<file path="src/rtl/mod_counter_pkg.sv">
// Shared constants for the modulo counter and the LED snake grid logic that sizes from it.
// Holds boundary-mode encodings, default geometry and an elaboration-time config check.
package mod_counter_pkg;

   localparam int MODE_WRAP = 0;
   localparam int MODE_SAT  = 1;

   localparam int DEF_WIDTH   = 5;
   localparam int DEF_CNT_MAX = 24;
   localparam int DEF_DIV     = 1;

   // Widened to longint so WIDTH up to 62 does not overflow the 2**WIDTH-1 bound.
   function automatic bit cfg_ok(input int width, input int cnt_max, input int div);
      longint lim;
      lim = (longint'(1) <<< width) - 1;
      return (width >= 1) && (cnt_max >= 1) && (longint'(cnt_max) <= lim) && (div >= 1);
   endfunction

endpackage

</file>
<file path="src/rtl/mod_counter_tick_gen.sv">
// Prescaler: pulses tick on every DIV-th enabled cycle; sclr restarts the phase.
// tick is combinational from the registered phase and en; there is no backpressure.
module tick_gen #(
   parameter int DIV = 1
) (
   input  logic clk,
   input  logic rstn,
   input  logic en,
   input  logic sclr,
   output logic tick
);

   localparam int            PW   = (DIV > 1) ? $clog2(DIV) : 1;
   localparam logic [PW-1:0] LAST = PW'(DIV - 1);

   logic [PW-1:0] r_pre;
   logic          w_last;

   assign w_last = (r_pre == LAST);
   assign tick   = en & w_last;

   // With DIV = 1 the phase never leaves 0, so tick degenerates to en.
   always_ff @(posedge clk or negedge rstn) begin
      if (!rstn) begin
         r_pre <= '0;
      end else if (sclr) begin
         r_pre <= '0;
      end else if (en) begin
         r_pre <= w_last ? '0 : r_pre + PW'(1);
      end
   end

endmodule

</file>
<file path="src/rtl/mod_counter.sv">
// Up/down modulo counter with clear/load, prescaled stepping and wrap or saturate boundaries.
// cnt/ovf/unf update one clock after the qualifying edge inputs; tc is combinational; no backpressure.
module mod_counter
   import mod_counter_pkg::*;
#(
   parameter int WIDTH    = DEF_WIDTH,
   parameter int CNT_MAX  = DEF_CNT_MAX,
   parameter int SATURATE = MODE_WRAP,
   parameter int DIV      = DEF_DIV
) (
   input  logic             clk,
   input  logic             rstn,
   input  logic             en,
   input  logic             clr,
   input  logic             load,
   input  logic [WIDTH-1:0] load_val,
   input  logic             up,
   output logic [WIDTH-1:0] cnt,
   output logic             ovf,
   output logic             unf,
   output logic             tc
);

   if (!cfg_ok(WIDTH, CNT_MAX, DIV)) begin : g_bad_cfg
      $error("mod_counter: illegal parameters WIDTH=%0d CNT_MAX=%0d DIV=%0d", WIDTH, CNT_MAX, DIV);
   end

   localparam logic [WIDTH-1:0] MAX_V = WIDTH'(CNT_MAX);
   localparam bit               SAT   = (SATURATE == MODE_SAT);

   logic [WIDTH-1:0] r_cnt;
   logic             r_ovf;
   logic             r_unf;
   logic             w_tick;
   logic             w_sclr;
   logic             w_step;
   logic             w_at_max;
   logic             w_at_zero;
   logic [WIDTH-1:0] w_load_val;

   assign w_sclr     = clr | load;
   assign w_step     = en & w_tick & ~w_sclr;
   assign w_at_max   = (r_cnt == MAX_V);
   assign w_at_zero  = (r_cnt == '0);
   assign w_load_val = (load_val > MAX_V) ? MAX_V : load_val;

   tick_gen #(
      .DIV (DIV)
   ) u_tick_gen (
      .clk  (clk),
      .rstn (rstn),
      .en   (en),
      .sclr (w_sclr),
      .tick (w_tick)
   );

   // Pulses default low every edge so they last exactly one cycle alongside the new count.
   always_ff @(posedge clk or negedge rstn) begin
      if (!rstn) begin
         r_cnt <= '0;
         r_ovf <= 1'b0;
         r_unf <= 1'b0;
      end else begin
         r_ovf <= 1'b0;
         r_unf <= 1'b0;
         if (clr) begin
            r_cnt <= '0;
         end else if (load) begin
            r_cnt <= w_load_val;
         end else if (w_step) begin
            if (up) begin
               if (w_at_max) begin
                  r_ovf <= 1'b1;
                  r_cnt <= SAT ? r_cnt : '0;
               end else begin
                  r_cnt <= r_cnt + WIDTH'(1);
               end
            end else begin
               if (w_at_zero) begin
                  r_unf <= 1'b1;
                  r_cnt <= SAT ? r_cnt : MAX_V;
               end else begin
                  r_cnt <= r_cnt - WIDTH'(1);
               end
            end
         end
      end
   end

   assign cnt = r_cnt;
   assign ovf = r_ovf;
   assign unf = r_unf;
   assign tc  = up ? w_at_max : w_at_zero;

endmodule

</file>
<file path="config.mk">
export PLATFORM = sky130hd
export DESIGN_NAME = mod_counter
export DESIGN_NICKNAME = d
export VERILOG_FILES = /design/src/rtl/mod_counter_pkg.sv /design/src/rtl/mod_counter_tick_gen.sv /design/src/rtl/mod_counter.sv
export SDC_FILE = /design/constraint.sdc
export NUM_CORES = 1
export LEC_CHECK = 0
export ABC_CLOCK_PERIOD_IN_PS = 1600
export BUFFER_PORTS_ARGS = -buffer_cell sky130_fd_sc_hd__buf_2
export CORE_MARGIN = 1.5
export CORE_UTILIZATION = 25
export DETAILED_ROUTE_END_ITERATION = 12
export GPL_TIMING_DRIVEN = 1
export PLACE_DENSITY = 0.45
export SLEW_MARGIN = 20
export SYNTH_ARGS = -nofsm -noshare
export SYNTH_HDL_FRONTEND = slang
export SYNTH_HIERARCHICAL = 1
export SYNTH_SLANG_ARGS = --single-unit
</file>
<file path="constraint.sdc">
create_clock -name clk -period 1.6 [get_ports clk]
set_input_delay 0.08 -clock clk [delete_from_list [all_inputs] [get_ports clk]]
set_output_delay 0.08 -clock clk [all_outputs]
set_load 0.01 [all_outputs]
</file>
---- After elaboration in Yosys (flattened, before gate mapping) ----
Cells that the tools add are included.
cells by class
  equal/unequal tests ..................... 1
  magnitude comparators ................... 1
  bitwise logic cells ..................... 6
  reduce and logical (&&, ||, !) cells .... 3
  mux-type cells .......................... 21
  add/sub/neg operators ................... 3
operators with widths
  kind                                              number
  2-to-1 mux 5 bit                                  7
  2-to-1 mux 1 bit                                  14
  adder 5 x 1 -> 5 bit, second input constant       1
  == test 5 bit, second input constant              1
  > comparator 5 bit, second input constant         1
  zero test 5 bit                                   1
  subtractor 5 x 1 -> 5 bit, second input constant  1
  AND 1 bit                                         3
  nonzero test 3 bit                                1
  inverter 1 bit                                    2
  nonzero test 2 bit                                1
  adder 1 bit, second input constant                1
  OR 1 bit                                          1
storage, ports and cells
  bits in registers ....................... 8
  word-level logic and storage cells ...... 39
  input port bits ......................... 11
  output and inout port bits .............. 8

---- Depth between registers and ports, before layout ----
  word-level depth ........................ 7
  mapped depth ............................ 6
  mapped depth without buffers ............ 6

---- Modules after synthesis ----
The synthesis kept the hierarchy.
modules (own cells, without submodules)
  module       area each (sq um)  seq. area each (sq um)  cells an instance  times used
  mod_counter  614.3              175.2                   75                 1
  tick_gen     7.5                0.0                     1                  1

---- Worst setup path after synthesis ----
OpenSTA, ideal clock, no wires.
  path kind ............................... register -> register
  from .................................... register r_cnt[0] (netlist: cnt[0])
  to ...................................... register r_cnt[1] (netlist: cnt[1])
  arrival ................................. 1,514 ps
  buffers on the path ..................... 0
  cell stages (with the launch flop) ...... 7
  library setup time ...................... 118 ps
  clock period less this slack ............ 1,632 ps
  setup slack ............................. -32 ps
  required time ........................... 1,482 ps
  cells stage by stage .................... dfrtp_1 -> inv_1 -> ha_1 -> or4b_4 -> nand2_1 -> a221oi_1 -> a21o_1
on the way
  word-level cells in the longest chain between the ends .. 6
  elaborated cells on any way between the ends .. 10
  those cells by class .................... add/sub: 2; eq/ne: 1; mux: 6; reduce/logical: 1
ends and longest elaborated chain
  element                                            RTL line                              source
  start, declared                                    mod_counter.sv:31                     logic [WIDTH-1:0] r_cnt;
  start signal, assigned                             mod_counter.sv:69                     r_cnt <= w_load_val;
  start signal, assigned                             mod_counter.sv:74                     r_cnt <= SAT ? r_cnt : '0;
  start signal, assigned                             mod_counter.sv:76                     r_cnt <= r_cnt + WIDTH'(1);
  subtractor 5 x 1 -> 5 bit (tied with other cells)  mod_counter.sv:83                     r_cnt <= r_cnt - WIDTH'(1);
  2-to-1 mux 5 bit (on tied branches)                mod_counter.sv:79, mod_counter.sv:72
  2-to-1 mux 5 bit *                                 mod_counter.sv:71                     if (up) begin
  2-to-1 mux 5 bit *                                 mod_counter.sv:70                     end else if (w_step) begin
  2-to-1 mux 5 bit *                                 mod_counter.sv:68                     end else if (load) begin
  2-to-1 mux 5 bit *                                 mod_counter.sv:66                     if (clr) begin
Mark *: on every way between the ends. The rest lies on a longest branch, timed or not. The select of a mux whose other input is x is not followed.
A chain may end at the register's enable or synchronous reset.

---- Final worst setup path ----
Same ends and word-level chain as after synthesis.

==> report_table.html <==
<table>
<tr><th>Metric</th><th>Value</th></tr>
<tr><th colspan="2">Synthesis</th></tr>
<tr><td>Synth Area per Inst</td><td>8.182 um^2</td></tr>
<tr><td>Net count after synthesis</td><td>90</td></tr>
<tr><td>Total of warnings raised by yosys</td><td>6</td></tr>
<tr><td>Unique masters post-synth</td><td>37</td></tr>
<tr><td>Share of synthesized area occupied by flip-flops and latches</td><td>28.17%</td></tr>
<tr><td>Number of cells produced by synthesis</td><td>between 70 and 80</td></tr>
<tr><td>Post-synthesis sequential element count</td><td>7</td></tr>
<tr><td>Post-Syn Area</td><td>~620 um^2</td></tr>
<tr><th colspan="2">Detailed routing</th></tr>
<tr><td>Mean number of vias per cell</td><td>between 4 and 5</td></tr>
<tr><td>WL/cell</td><td>about 12 um</td></tr>
<tr><td>Antenna viol nets, final</td><td>0</td></tr>
<tr><td>Via count</td><td>between 600 and 700</td></tr>
<tr><td>Wirelength, routed</td><td>~1600 um</td></tr>
<tr><td>Residual DRC count</td><td>0</td></tr>
<tr><td>Number of detailed-routing iterations run before antenna repair</td><td>3</td></tr>
<tr><td>Initial DRC count</td><td>10</td></tr>
<tr><th colspan="2">STA</th></tr>
<tr><td>Highest clock rate</td><td>around 0.66 GHz</td></tr>
<tr><td>Setup TNS</td><td>0 ns</td></tr>
<tr><td>Slew HR</td><td>84.44%</td></tr>
<tr><td>RSZ-0062 raised after global routing</td><td>false</td></tr>
<tr><td>Worst setup slack after layout</td><td>0.08223 ns</td></tr>
<tr><td>Final period utilization</td><td>94.86%</td></tr>
<tr><td>Worst Tran Pin Value</td><td>roughly 0.23 ns</td></tr>
<tr><td>Worst-case clock skew</td><td>roughly 0.0017 ns</td></tr>
<tr><td>Post-route minimum period</td><td>between 1.5 and 2 ns</td></tr>
<tr><td>Number of hold violations in the final report</td><td>0</td></tr>
<tr><td>Final Max Tran Viols</td><td>0</td></tr>
<tr><td>Final count of negative-setup-slack endpoints</td><td>0</td></tr>
<tr><th colspan="2">Placement</th></tr>
<tr><td>DP HPWL</td><td>1282 um</td></tr>
<tr><td>Total of buffers placed on input and output ports</td><td>18</td></tr>
<tr><td>Instance area at placement</td><td>approximately 760 um^2</td></tr>
<tr><td>Placement Setup Slack</td><td>a little under 0.06 ns</td></tr>
<tr><td>Final RePlAce weighted congestion</td><td>around 0.76</td></tr>
<tr><th colspan="2">Finish</th></tr>
<tr><td>P&amp;R area growth vs syn</td><td>30.78%</td></tr>
<tr><td>Antenna Cells</td><td>0</td></tr>
<tr><td>Final core utilization</td><td>a little over a third</td></tr>
<tr><td>Share of layout cells above drive strength 1</td><td>a little over a third</td></tr>
<tr><td>Final net count</td><td>117</td></tr>
<tr><td>Final std cell area, no fill</td><td>roughly 810 um^2</td></tr>
<tr><th colspan="2">Global route</th></tr>
<tr><td>Antenna violations before repair</td><td>0</td></tr>
<tr><td>Met3 track utilization from global routing</td><td>3.390%</td></tr>
<tr><td>Maximum number of pins on one net before global-route repair</td><td>14</td></tr>
<tr><td>Met1 track demand over resource in global routing</td><td>between 15 and 20%</td></tr>
<tr><td>Gr usage total</td><td>between 10% and 20%</td></tr>
<tr><td>Via count of the first global-routing pass</td><td>roughly 560</td></tr>
<tr><td>Routing layer with the top usage in global route</td><td>met2</td></tr>
<tr><td>Global-route track usage on met2</td><td>a little over a fifth</td></tr>
<tr><td>Remaining Overflow, GRT</td><td>0</td></tr>
<tr><td>Wire length of the first global-routing pass</td><td>2628 um</td></tr>
<tr><th colspan="2">Critical path</th></tr>
<tr><td>Sort of element at the start of the critical path</td><td>flip-flop</td></tr>
<tr><td>Critical-path cell list</td><td>inv_2 &gt; ha_2 &gt; or4b_4 &gt; nand2_1 &gt; a221oi_1 &gt; a21o_1</td></tr>
<tr><td>Category of the critical setup timing path</td><td>flip-flop to flip-flop</td></tr>
<tr><td>Largest fanout of any net on the critical path</td><td>3</td></tr>
<tr><td>CP max stage delay</td><td>about 0.47 ns</td></tr>
<tr><td>Arrival time of the worst setup path</td><td>roughly 1.7 ns</td></tr>
<tr><td>CP required</td><td>1.74 ns</td></tr>
<tr><td>Kind of end point of the critical path</td><td>flip-flop</td></tr>
<tr><td>Slowest cell on the critical path</td><td>sky130_fd_sc_hd__or4b_4</td></tr>
<tr><th colspan="2">Power</th></tr>
<tr><td>Leakage power</td><td>0.0003930 uW</td></tr>
<tr><td>Portion of total power attributed to sequential cells</td><td>a little over a third</td></tr>
<tr><td>Switching pwr</td><td>approximately 180 uW</td></tr>
<tr><td>Fraction of power spent switching nets</td><td>31.62%</td></tr>
<tr><td>Maximum ir drop on the vdd rail</td><td>~500 uV</td></tr>
<tr><td>Internal power component</td><td>390.8 uW</td></tr>
<tr><td>Overall Power</td><td>roughly 570 uW</td></tr>
<tr><td>Portion of total power attributed to combinational logic</td><td>37.8%</td></tr>
<tr><td>Power Dens Cells</td><td>around 700 nW/um^2</td></tr>
<tr><td>Part of the power in the clock network</td><td>roughly 27%</td></tr>
<tr><th colspan="2">Clocking</th></tr>
<tr><td>Clock-pin transition on the worst setup and hold timing paths</td><td>approximately 0.050 ns</td></tr>
<tr><td>Total clock buffers created by CTS</td><td>3</td></tr>
<tr><td>TritonCTS Sinks</td><td>7</td></tr>
<tr><td>TritonCTS clock tree</td><td>yes</td></tr>
<tr><td>Number of buffers on the longest clock path</td><td>2</td></tr>
<tr><td>Cell chosen for the clock root</td><td>sky130_fd_sc_hd__clkbuf_4</td></tr>
<tr><td>Clock latency on the worst-skew pair</td><td>0.25 ns</td></tr>
<tr><td>H-tree level count</td><td>1</td></tr>
<tr><th colspan="2">Floorplan</th></tr>
<tr><td>Core box area</td><td>between 2000 and 2500 um^2</td></tr>
<tr><td>Count of boundary I/O pins</td><td>19</td></tr>
<tr><td>Overall die width</td><td>between 50 and 60 um</td></tr>
<tr><td>Height of the die</td><td>approximately 53 um</td></tr>
<tr><td>Starting Density</td><td>between 20% and 30%</td></tr>
<tr><td>DIE AREA</td><td>roughly 2800 um^2</td></tr>
<tr><td>Num rows</td><td>17</td></tr>
<tr><th colspan="2">Job</th></tr>
<tr><td>Max-cap violations</td><td>0</td></tr>
<tr><th colspan="2">Outcome</th></tr>
<tr><td>Run status</td><td>completed</td></tr>
<tr><th colspan="2">Hold path</th></tr>
<tr><td>Classification of the worst-slack hold path</td><td>primary input to flip-flop</td></tr>
</table>
## cell usage in the layout, fill, tap and decap left out, types with 3 or more instances in the layout
cell type / instances
sky130_fd_sc_hd__nor2_1: 7
sky130_fd_sc_hd__nand3_1: 5
sky130_fd_sc_hd__dfrtp_1: 6
sky130_fd_sc_hd__clkbuf_4: 3
sky130_fd_sc_hd__a21oi_1: 4
sky130_fd_sc_hd__nand2_1: 7
sky130_fd_sc_hd__buf_2: 18
sky130_fd_sc_hd__buf_4: 9
sky130_fd_sc_hd__nor3_1: 3
## cell families (layout without fill, tap and decap cells)
logic type / Yosys count / count (layout) / synth area share (%)
simple gates: 33 / 33 / 28.98
compound gates: 20 / 20 / 22.53
buf+inv: 9 / 35 / 8.449
flops: 7 / 7 / 28.17
fa+ha+maj: 3 / 3 / 6.037
xor+xnor: 3 / 3 / 4.226
mux: 1 / 1 / 1.610
## layer usage
layer,share of wire [%],routed length (um)
met4,1.1,17
met1,45,710
met5,0,0
met3,4.9,76
met2,49,761
## power groups by stage
stage | combinational, uW | sequential, uW | clock (uW)
floorplan | 130 | 207 | 0
global placement | 204 | 202 | 0
detailed placement | 204 | 201 | 0
CTS | 207 | 198 | 167
global route | 241 | 201 | 182
finish | 216 | 199 | 157
## Yosys cell counts
cell	number	area, um^2
sky130_fd_sc_hd__or3_1	1	6.260
sky130_fd_sc_hd__buf_2	3	15.01
sky130_fd_sc_hd__nor2_1	7	26.28
sky130_fd_sc_hd__buf_4	2	15.01
sky130_fd_sc_hd__buf_6	1	11.26
sky130_fd_sc_hd__nor3_1	3	15.01
sky130_fd_sc_hd__a221oi_1	1	8.760
sky130_fd_sc_hd__dfrtp_1	7	175.2
sky130_fd_sc_hd__and2_1	1	6.260
sky130_fd_sc_hd__a31o_1	1	8.760
sky130_fd_sc_hd__ha_1	3	37.54
sky130_fd_sc_hd__o21bai_1	2	15.01
sky130_fd_sc_hd__a21oi_2	1	8.760
sky130_fd_sc_hd__a21o_1	2	15.01
sky130_fd_sc_hd__nor3b_1	1	7.510
sky130_fd_sc_hd__nand4b_1	2	17.52
sky130_fd_sc_hd__a21oi_1	4	20.02
sky130_fd_sc_hd__or4b_4	1	13.76
sky130_fd_sc_hd__nand3_1	5	25.02
sky130_fd_sc_hd__a221o_1	1	10.01
sky130_fd_sc_hd__or3b_1	1	8.760
sky130_fd_sc_hd__o22ai_1	1	6.260
sky130_fd_sc_hd__nand3b_1	1	7.510
sky130_fd_sc_hd__xor2_1	1	8.760
sky130_fd_sc_hd__mux2i_1	1	10.01
sky130_fd_sc_hd__xnor2_1	2	17.52
sky130_fd_sc_hd__nand2_1	7	26.28
sky130_fd_sc_hd__o31a_1	1	8.760
sky130_fd_sc_hd__inv_1	3	11.26
sky130_fd_sc_hd__o21ai_0	1	5.000
sky130_fd_sc_hd__or2b_1	1	7.510
sky130_fd_sc_hd__a22oi_1	1	7.510
sky130_fd_sc_hd__or2_1	1	6.260
sky130_fd_sc_hd__o21ai_1	1	5.000
sky130_fd_sc_hd__a31oi_1	2	12.51
sky130_fd_sc_hd__nand2b_1	1	6.260
sky130_fd_sc_hd__a211o_1	1	8.760
## what timing repair did
| item | CTS | global route |
|---|---|---|
| resized for setup | 0 | 2 |
| hold buffers | 1 | 0 |
| buffers inserted | 0 | 2 |
| setup endpoints to repair | 0 | 2 |
| hold endpoints to repair | 7 | 0 |
## metrics by stage
stage	instances	hold slack [ns]
3_3_place_gp	123	-0.08270
6_report	130	0.07789
3_5_place_dp	123	-0.07789
4_1_cts	128	0.07440
5_1_grt	130	0.07518
2_1_floorplan	76	-0.2156
## sequential cells by signal, indices dropped and copies added, names as in the netlist
register  flops
unf           1
ovf           1
cnt           5
## area by class of cell
type | instances | area (um^2)
Fill cell | 248 | 1463
Multi-Input combinational cell | 60 | 396.6
Sequential cell | 7 | 176.4
Timing Repair Buffer | 28 | 167.7
Tap cell | 28 | 35.03
Clock buffer | 4 | 26.28
Inverter | 3 | 11.26
## final timing paths
kind                        start  endpoint  slack, ns  cells past startpoint
min                           clr    cnt[4]       0.08                      2
max                        cnt[0]    cnt[1]       0.08                      6
max reg2reg                cnt[0]    cnt[1]       0.08                      6
max in group asynchronous    rstn    cnt[0]       1.23                      2
min reg2reg                cnt[1]    cnt[1]       0.63                      2
min in group asynchronous    rstn    cnt[4]       0.20                      2
## critical path: cells and delay by family (launching register included)
| kind | cells | cell delay, ns |
|---|---|---|
| DFF | 1 | 0.40 |
| AOI/OAI and AO/OA | 2 | 0.23 |
| and+or+nand+nor | 2 | 0.55 |
| adders and majority gates | 1 | 0.18 |
| buffers and inverters | 1 | 0.06 |
Power figures use the tool's default switching activity.
